File: config.mk
export PLATFORM = sky130hd
export DESIGN_NAME = ram_arbiter
export DESIGN_NICKNAME = d
export VERILOG_FILES = /design/src/rtl/common_types_pkg.sv /design/src/rtl/ram_arbiter.sv
export SDC_FILE = /design/constraint.sdc
export NUM_CORES = 1
export LEC_CHECK = 0
export CAP_MARGIN = 40
export CORE_ASPECT_RATIO = 1.2
export CORE_MARGIN = 8
export CORE_UTILIZATION = 25
export CTS_BUF_LIST = sky130_fd_sc_hd__clkbuf_2
export DETAILED_ROUTE_END_ITERATION = 8
export GPL_ROUTABILITY_DRIVEN = 0
export MAX_ROUTING_LAYER = met4
export PLACE_DENSITY = 0.67
export SYNTH_ARGS = -nofsm -noshare
export SYNTH_HDL_FRONTEND = slang
export SYNTH_SLANG_ARGS = --single-unit
File: constraint.sdc
create_clock -name clk -period 2.8 [get_ports clk]
set_input_delay 0.28 -clock clk [delete_from_list [all_inputs] [get_ports clk]]
set_output_delay 0.28 -clock clk [all_outputs]
set_load 0.05 [all_outputs]
File: src/rtl/common_types_pkg.sv
`default_nettype none
// ============================================================================
// Module   : common_types_pkg
// Brief    : Shared types for the RAM arbiter: word type, arbiter state
//            encoding and the latched RAM request record.
// Revision : 1.0 - initial release
// ============================================================================
package common_types_pkg;

  localparam int unsigned c_word_w = 32;

  typedef logic [c_word_w-1:0] word_t;

  // One state per RAM owner plus the idle/grant state
  typedef enum logic [1:0] {
    ARB_IDLE  = 2'd0,
    ARB_IBUSY = 2'd1,
    ARB_DBUSY = 2'd2,
    ARB_OBUSY = 2'd3
  } arb_state_t;

  // Everything the RAM sees for one transaction, captured at grant time
  typedef struct packed {
    logic  ren;
    logic  wen;
    word_t addr;
    word_t wdata;
  } ram_req_t;

  // Builds a request record from the granted requester's signals
  function automatic ram_req_t make_req(input logic  ren,
                                        input logic  wen,
                                        input word_t addr,
                                        input word_t wdata);
    ram_req_t r;
    r.ren   = ren;
    r.wen   = wen;
    r.addr  = addr;
    r.wdata = wdata;
    return r;
  endfunction

endpackage
`default_nettype wire

File: src/rtl/ram_arbiter.sv
`default_nettype none
// ============================================================================
// Module   : ram_arbiter
// Brief    : Shares the single-port system RAM between the CPU instruction
//            port, the CPU data port and the testbench override port. One RAM
//            transaction at a time; the RAM ends each one with ram_ready.
// Revision : 1.0 - initial release
// ============================================================================
module ram_arbiter
  import common_types_pkg::*;
#(
  parameter int unsigned MAX_DSTREAK = 4
) (
  input  logic        clk,
  input  logic        nrst,
  // CPU instruction port
  input  logic        iren,
  input  logic [31:0] iaddr,
  output logic        iwait,
  output logic [31:0] iload,
  // CPU data port
  input  logic        dren,
  input  logic        dwen,
  input  logic [31:0] daddr,
  input  logic [31:0] dstore,
  output logic        dwait,
  output logic [31:0] dload,
  // Testbench dump / override port
  input  logic        override_ctrl,
  input  logic        ovr_ren,
  input  logic        ovr_wen,
  input  logic [31:0] ovr_addr,
  input  logic [31:0] ovr_wdata,
  output logic        ovr_wait,
  output logic [31:0] ovr_rdata,
  // RAM side
  output logic        ram_ren,
  output logic        ram_wen,
  output logic [31:0] ram_addr,
  output logic [31:0] ram_wdata,
  input  logic [31:0] ram_rdata,
  input  logic        ram_ready
);

  // Streak counter only needs to reach MAX_DSTREAK
  localparam int unsigned c_streak_w =
    (MAX_DSTREAK < 1) ? 1 : $clog2(MAX_DSTREAK + 1);
  localparam logic [c_streak_w-1:0] c_streak_max = c_streak_w'(MAX_DSTREAK);

  arb_state_t            state_q, state_d;
  ram_req_t              req_q,   req_d;
  logic [c_streak_w-1:0] dstreak_q, dstreak_d;

  logic w_dreq;
  logic w_ovr_req;
  logic w_force_i;

  assign w_dreq    = dren | dwen;
  assign w_ovr_req = override_ctrl & (ovr_ren | ovr_wen);
  // The data port has had its fair share; the waiting fetch goes next
  assign w_force_i = iren & (dstreak_q == c_streak_max);

  // State, latched request and data streak registers
  always_ff @(posedge clk or negedge nrst) begin
    if (!nrst) begin
      state_q   <= ARB_IDLE;
      req_q     <= '0;
      dstreak_q <= '0;
    end else begin
      state_q   <= state_d;
      req_q     <= req_d;
      dstreak_q <= dstreak_d;
    end
  end

  // Grant selection in IDLE; every busy state returns to IDLE on ram_ready
  always_comb begin
    state_d = state_q;
    req_d   = req_q;
    case (state_q)
      ARB_IDLE: begin
        if (w_ovr_req) begin
          state_d = ARB_OBUSY;
          req_d   = make_req(ovr_ren, ovr_wen, ovr_addr, ovr_wdata);
        end else if (!override_ctrl) begin
          // While the testbench owns the RAM the CPU is locked out
          if (w_dreq && !w_force_i) begin
            state_d = ARB_DBUSY;
            req_d   = make_req(dren, dwen, daddr, dstore);
          end else if (iren) begin
            state_d = ARB_IBUSY;
            req_d   = make_req(1'b1, 1'b0, iaddr, '0);
          end
        end
      end
      ARB_IBUSY, ARB_DBUSY, ARB_OBUSY: begin
        // Runs to completion even if the requester has gone away
        if (ram_ready) begin
          state_d = ARB_IDLE;
          req_d   = '0;
        end
      end
      default: begin
        state_d = ARB_IDLE;
        req_d   = '0;
      end
    endcase
  end

  // Count back-to-back data completions while a fetch is being held off
  always_comb begin
    dstreak_d = dstreak_q;
    if (!iren) begin
      dstreak_d = '0;
    end else if (ram_ready && state_q == ARB_IBUSY) begin
      dstreak_d = '0;
    end else if (ram_ready && state_q == ARB_DBUSY && dstreak_q != c_streak_max) begin
      dstreak_d = dstreak_q + 1'b1;
    end
  end

  // Handshake outputs: only the owner of a completing transaction sees it
  always_comb begin
    iwait     = 1'b1;
    dwait     = 1'b1;
    ovr_wait  = 1'b1;
    iload     = '0;
    dload     = '0;
    ovr_rdata = '0;
    if (ram_ready) begin
      case (state_q)
        ARB_IBUSY: begin
          iwait = 1'b0;
          iload = ram_rdata;
        end
        ARB_DBUSY: begin
          dwait = 1'b0;
          dload = ram_rdata;
        end
        ARB_OBUSY: begin
          ovr_wait  = 1'b0;
          ovr_rdata = ram_rdata;
        end
        default: begin
          iwait = 1'b1;
        end
      endcase
    end
  end

  // RAM strobes and bus come straight from the registered request
  assign ram_ren   = req_q.ren;
  assign ram_wen   = req_q.wen;
  assign ram_addr  = req_q.addr;
  assign ram_wdata = req_q.wdata;

endmodule
`default_nettype wire

==> results.sh <==
export IMPL_drcViolationCount=0
export IMPL_cts_made_buffers=9
export IMPL_final_util_pct=53.7
export IMPL_portBuffers=365
export IMPL_root_buffer="clkbuf_2"
export IMPL_synth_warning_count=0
export IMPL_avgSynthCellArea_um2=9.19
export IMPL_num_vias=5190
export IMPL_ant_nets=0
export IMPL_clk_path_buf_depth=2
export IMPL_ctsResizeCount=0
export IMPL_drtPass1Iterations=4
export IMPL_drv_cap=0
export IMPL_min_path_type="in2async"
export IMPL_worstSetupStartpointType="register"
export IMPL_yosysTopAreaCell="dfrtp_1"
export IMPL_syn_nets=692
export IMPL_cp_arrival_ns=1.88
export IMPL_cp_end_kind="primary output"
export IMPL_layout_common_cells="clkdlybuf4s50_1 (265), and2_1 (129), buf_12 (97)"
export IMPL_grt_ovfl_total=0
export IMPL_final_common_cell="clkdlybuf4s50_1"
export IMPL_grt_pass1_vias=5538
export IMPL_yosys_top_cells_area="dfrtp_1 (40%), and2_1 (18%), o2bb2ai_1 (12%)"
export IMPL_outcome="finished, final reports clean"
export IMPL_p_leak_uw=0.00373
export IMPL_wl_um=23100
export IMPL_dpl_hpwl_um=18100
export IMPL_grt_usage_pct=20.0
export IMPL_design_die_area_um2=22500
export IMPL_yosysUniqueCellTypes=35
export IMPL_finalHoldViolCount=0
export IMPL_fp_dieW_um=138
export IMPL_initial_utilization_pct=25.6
export IMPL_drive_above_1_share_pct=21.1
export IMPL_grt_max_degree=62
export IMPL_wl_per_cell_um=21.8
export IMPL_syn_inst=489
export IMPL_antenna_found_initial=1
export IMPL_ys_seq_area_share_pct=39.5
export IMPL_cp_required_ns=2.52
export IMPL_max_slew_margin_pct=51.2
export IMPL_fmax_mhz=462
export IMPL_fin_skew_ns=0.0511
export IMPL_core_rowCount=53
export IMPL_synth_ff_latch_count=71
export IMPL_setup_tns_ns=0
export IMPL_cts_tree="built"
export IMPL_period_share_pct=77.3
export IMPL_criticalPathCategory="reg2out"
export IMPL_tightest_slew_ns=0.731
export IMPL_synth_edf_count=0
export IMPL_ys_flop_type="dfrtp_1"
export IMPL_setup_viol_count_final=0
export IMPL_peakVddDrop_uv=510
export IMPL_clock_sinks=71
export IMPL_clk_pin_slew_worst_paths_ns=0.26
export IMPL_async_flop_share_pct=100
export IMPL_grt_setup_unrepaired="no"
export IMPL_crit_fanout=37
export IMPL_h_tree_depth=3
export IMPL_drtIter0Drc=210
export IMPL_die_h_um=163
export IMPL_netlist_area_um2=4490
export IMPL_power_density_nw_per_um2=804
export IMPL_clock_latency_ns=0.54
export IMPL_vias_per_cell=4.90
export IMPL_grt_pass1_wl_um=34000
export IMPL_synth_top_area_share_pct=39.5
export IMPL_fin_crit_ns=2.16
export IMPL_slew_viol_final=0
export IMPL_final_nets=1037
export IMPL_ioPinCount=366
export IMPL_post_cts_buffers=0
export IMPL_syn_to_final_growth_pct=110
export IMPL_core_area_um2=17600
==> flip-flops by register name, summed over array words and instances (netlist names) <==
register / flops
ram_wdata: 32
dstreak_q: 3
ram_ren: 1
state_q: 2
ram_wen: 1
ram_addr: 32
==> cells by family after synthesis <==
| family | after synthesis | share of synthesized area, % |
|---|---|---|
| XOR/XNOR | 1 | 0.195 |
| adder cells (fa/ha/maj) | 2 | 0.557 |
| flip-flops | 71 | 39.5 |
| AND/OR/NAND/NOR | 151 | 20.7 |
| AO/OA/AOI/OAI | 204 | 32.5 |
| buffers and inverters | 59 | 6.32 |
| multiplexers | 1 | 0.251 |
==> layout make-up <==
class                   count  area [um2]
repair buffers            386        4800
fillers                  1601        8130
inverters                   7        26.3
multi-input cells         359        2450
clock inverters             7        62.6
flip-flops and latches     71        1780
well taps                 220         275
clock buffers               9        45.0
diodes                      1        2.50
==> stage by stage <==
step / power (uW) / hold slack, ns / instances / setup slack [ns] / instance area [um2]
floorplan: 4780 / -0.0156 / 489 / 1.03 / 4490
global placement: 7040 / 0.471 / 1041 / 0.600 / 9290
detailed placement: 7070 / 0.137 / 1042 / 0.540 / 9320
CTS: 7680 / 0.0258 / 1059 / 0.566 / 9440
global route: 7950 / 0.0168 / 1060 / 0.507 / 9440
finish: 7590 / 0.0806 / 1060 / 0.636 / 9440
==> report_power, final <==
part           internal (uW)  switching [uW]
sequential              1420             237
combinational           2070            3280
clock                    135             447
==> cells in the mapped netlist (4+ instances only) <==
cell	n
nand2_1	6
o21ai_0	34
a21oi_1	34
a31o_2	32
nor2_1	4
inv_1	7
and2_1	129
o2bb2ai_1	64
clkbuf_1	31
a31oi_1	32
buf_2	13
dfrtp_1	71
buf_6	6
==> what timing repair did <==
| action | CTS | global route |
|---|---|---|
| hold buffers | 1 | 0 |
| endpoints found under the setup margin | 0 | 0 |
| endpoints found under the hold margin | 71 | 0 |
==> worst paths after layout <==
check | from | to | slack [ns] | cells after the start
setup / recovery | state_q[0]$_DFFE_PN0P_ | dload[7] | 0.64 | 4
hold / removal | nrst | ram_addr[16]$_DFFE_PN0P_ | 0.08 | 2
setup reg to reg | dstreak_q[0]$_DFFE_PN0P_ | ram_addr[21]$_DFFE_PN0P_ | 0.90 | 7
hold reg to reg | ram_addr[8]$_DFFE_PN0P_ | ram_addr[8]$_DFFE_PN0P_ | 0.52 | 1
max in group asynchronous | nrst | dstreak_q[2]$_DFFE_PN0P_ | 2.08 | 3
min in group clk | iaddr[22] | ram_addr[22]$_DFFE_PN0P_ | 0.33 | 3
==> critical path, cell delays in order, from the launching register on <==
cell	delay [ns]
dfrtp_1	0.46
and3b_1	0.22
buf_4	0.32
and2_1	0.24
buf_12	0.15
==> metal layers <==
layer | global-route usage [%] | routed length (um) | vias to the layer above
met5 | - | 0 | -
met4 | 4.06 | 311 | 0
met3 | 4.99 | 1440 | 20
met2 | 34.4 | 11700 | 225
met1 | 23.2 | 9660 | 2472
li1 | - | - | 2473
Power figures use the tool's default switching activity.
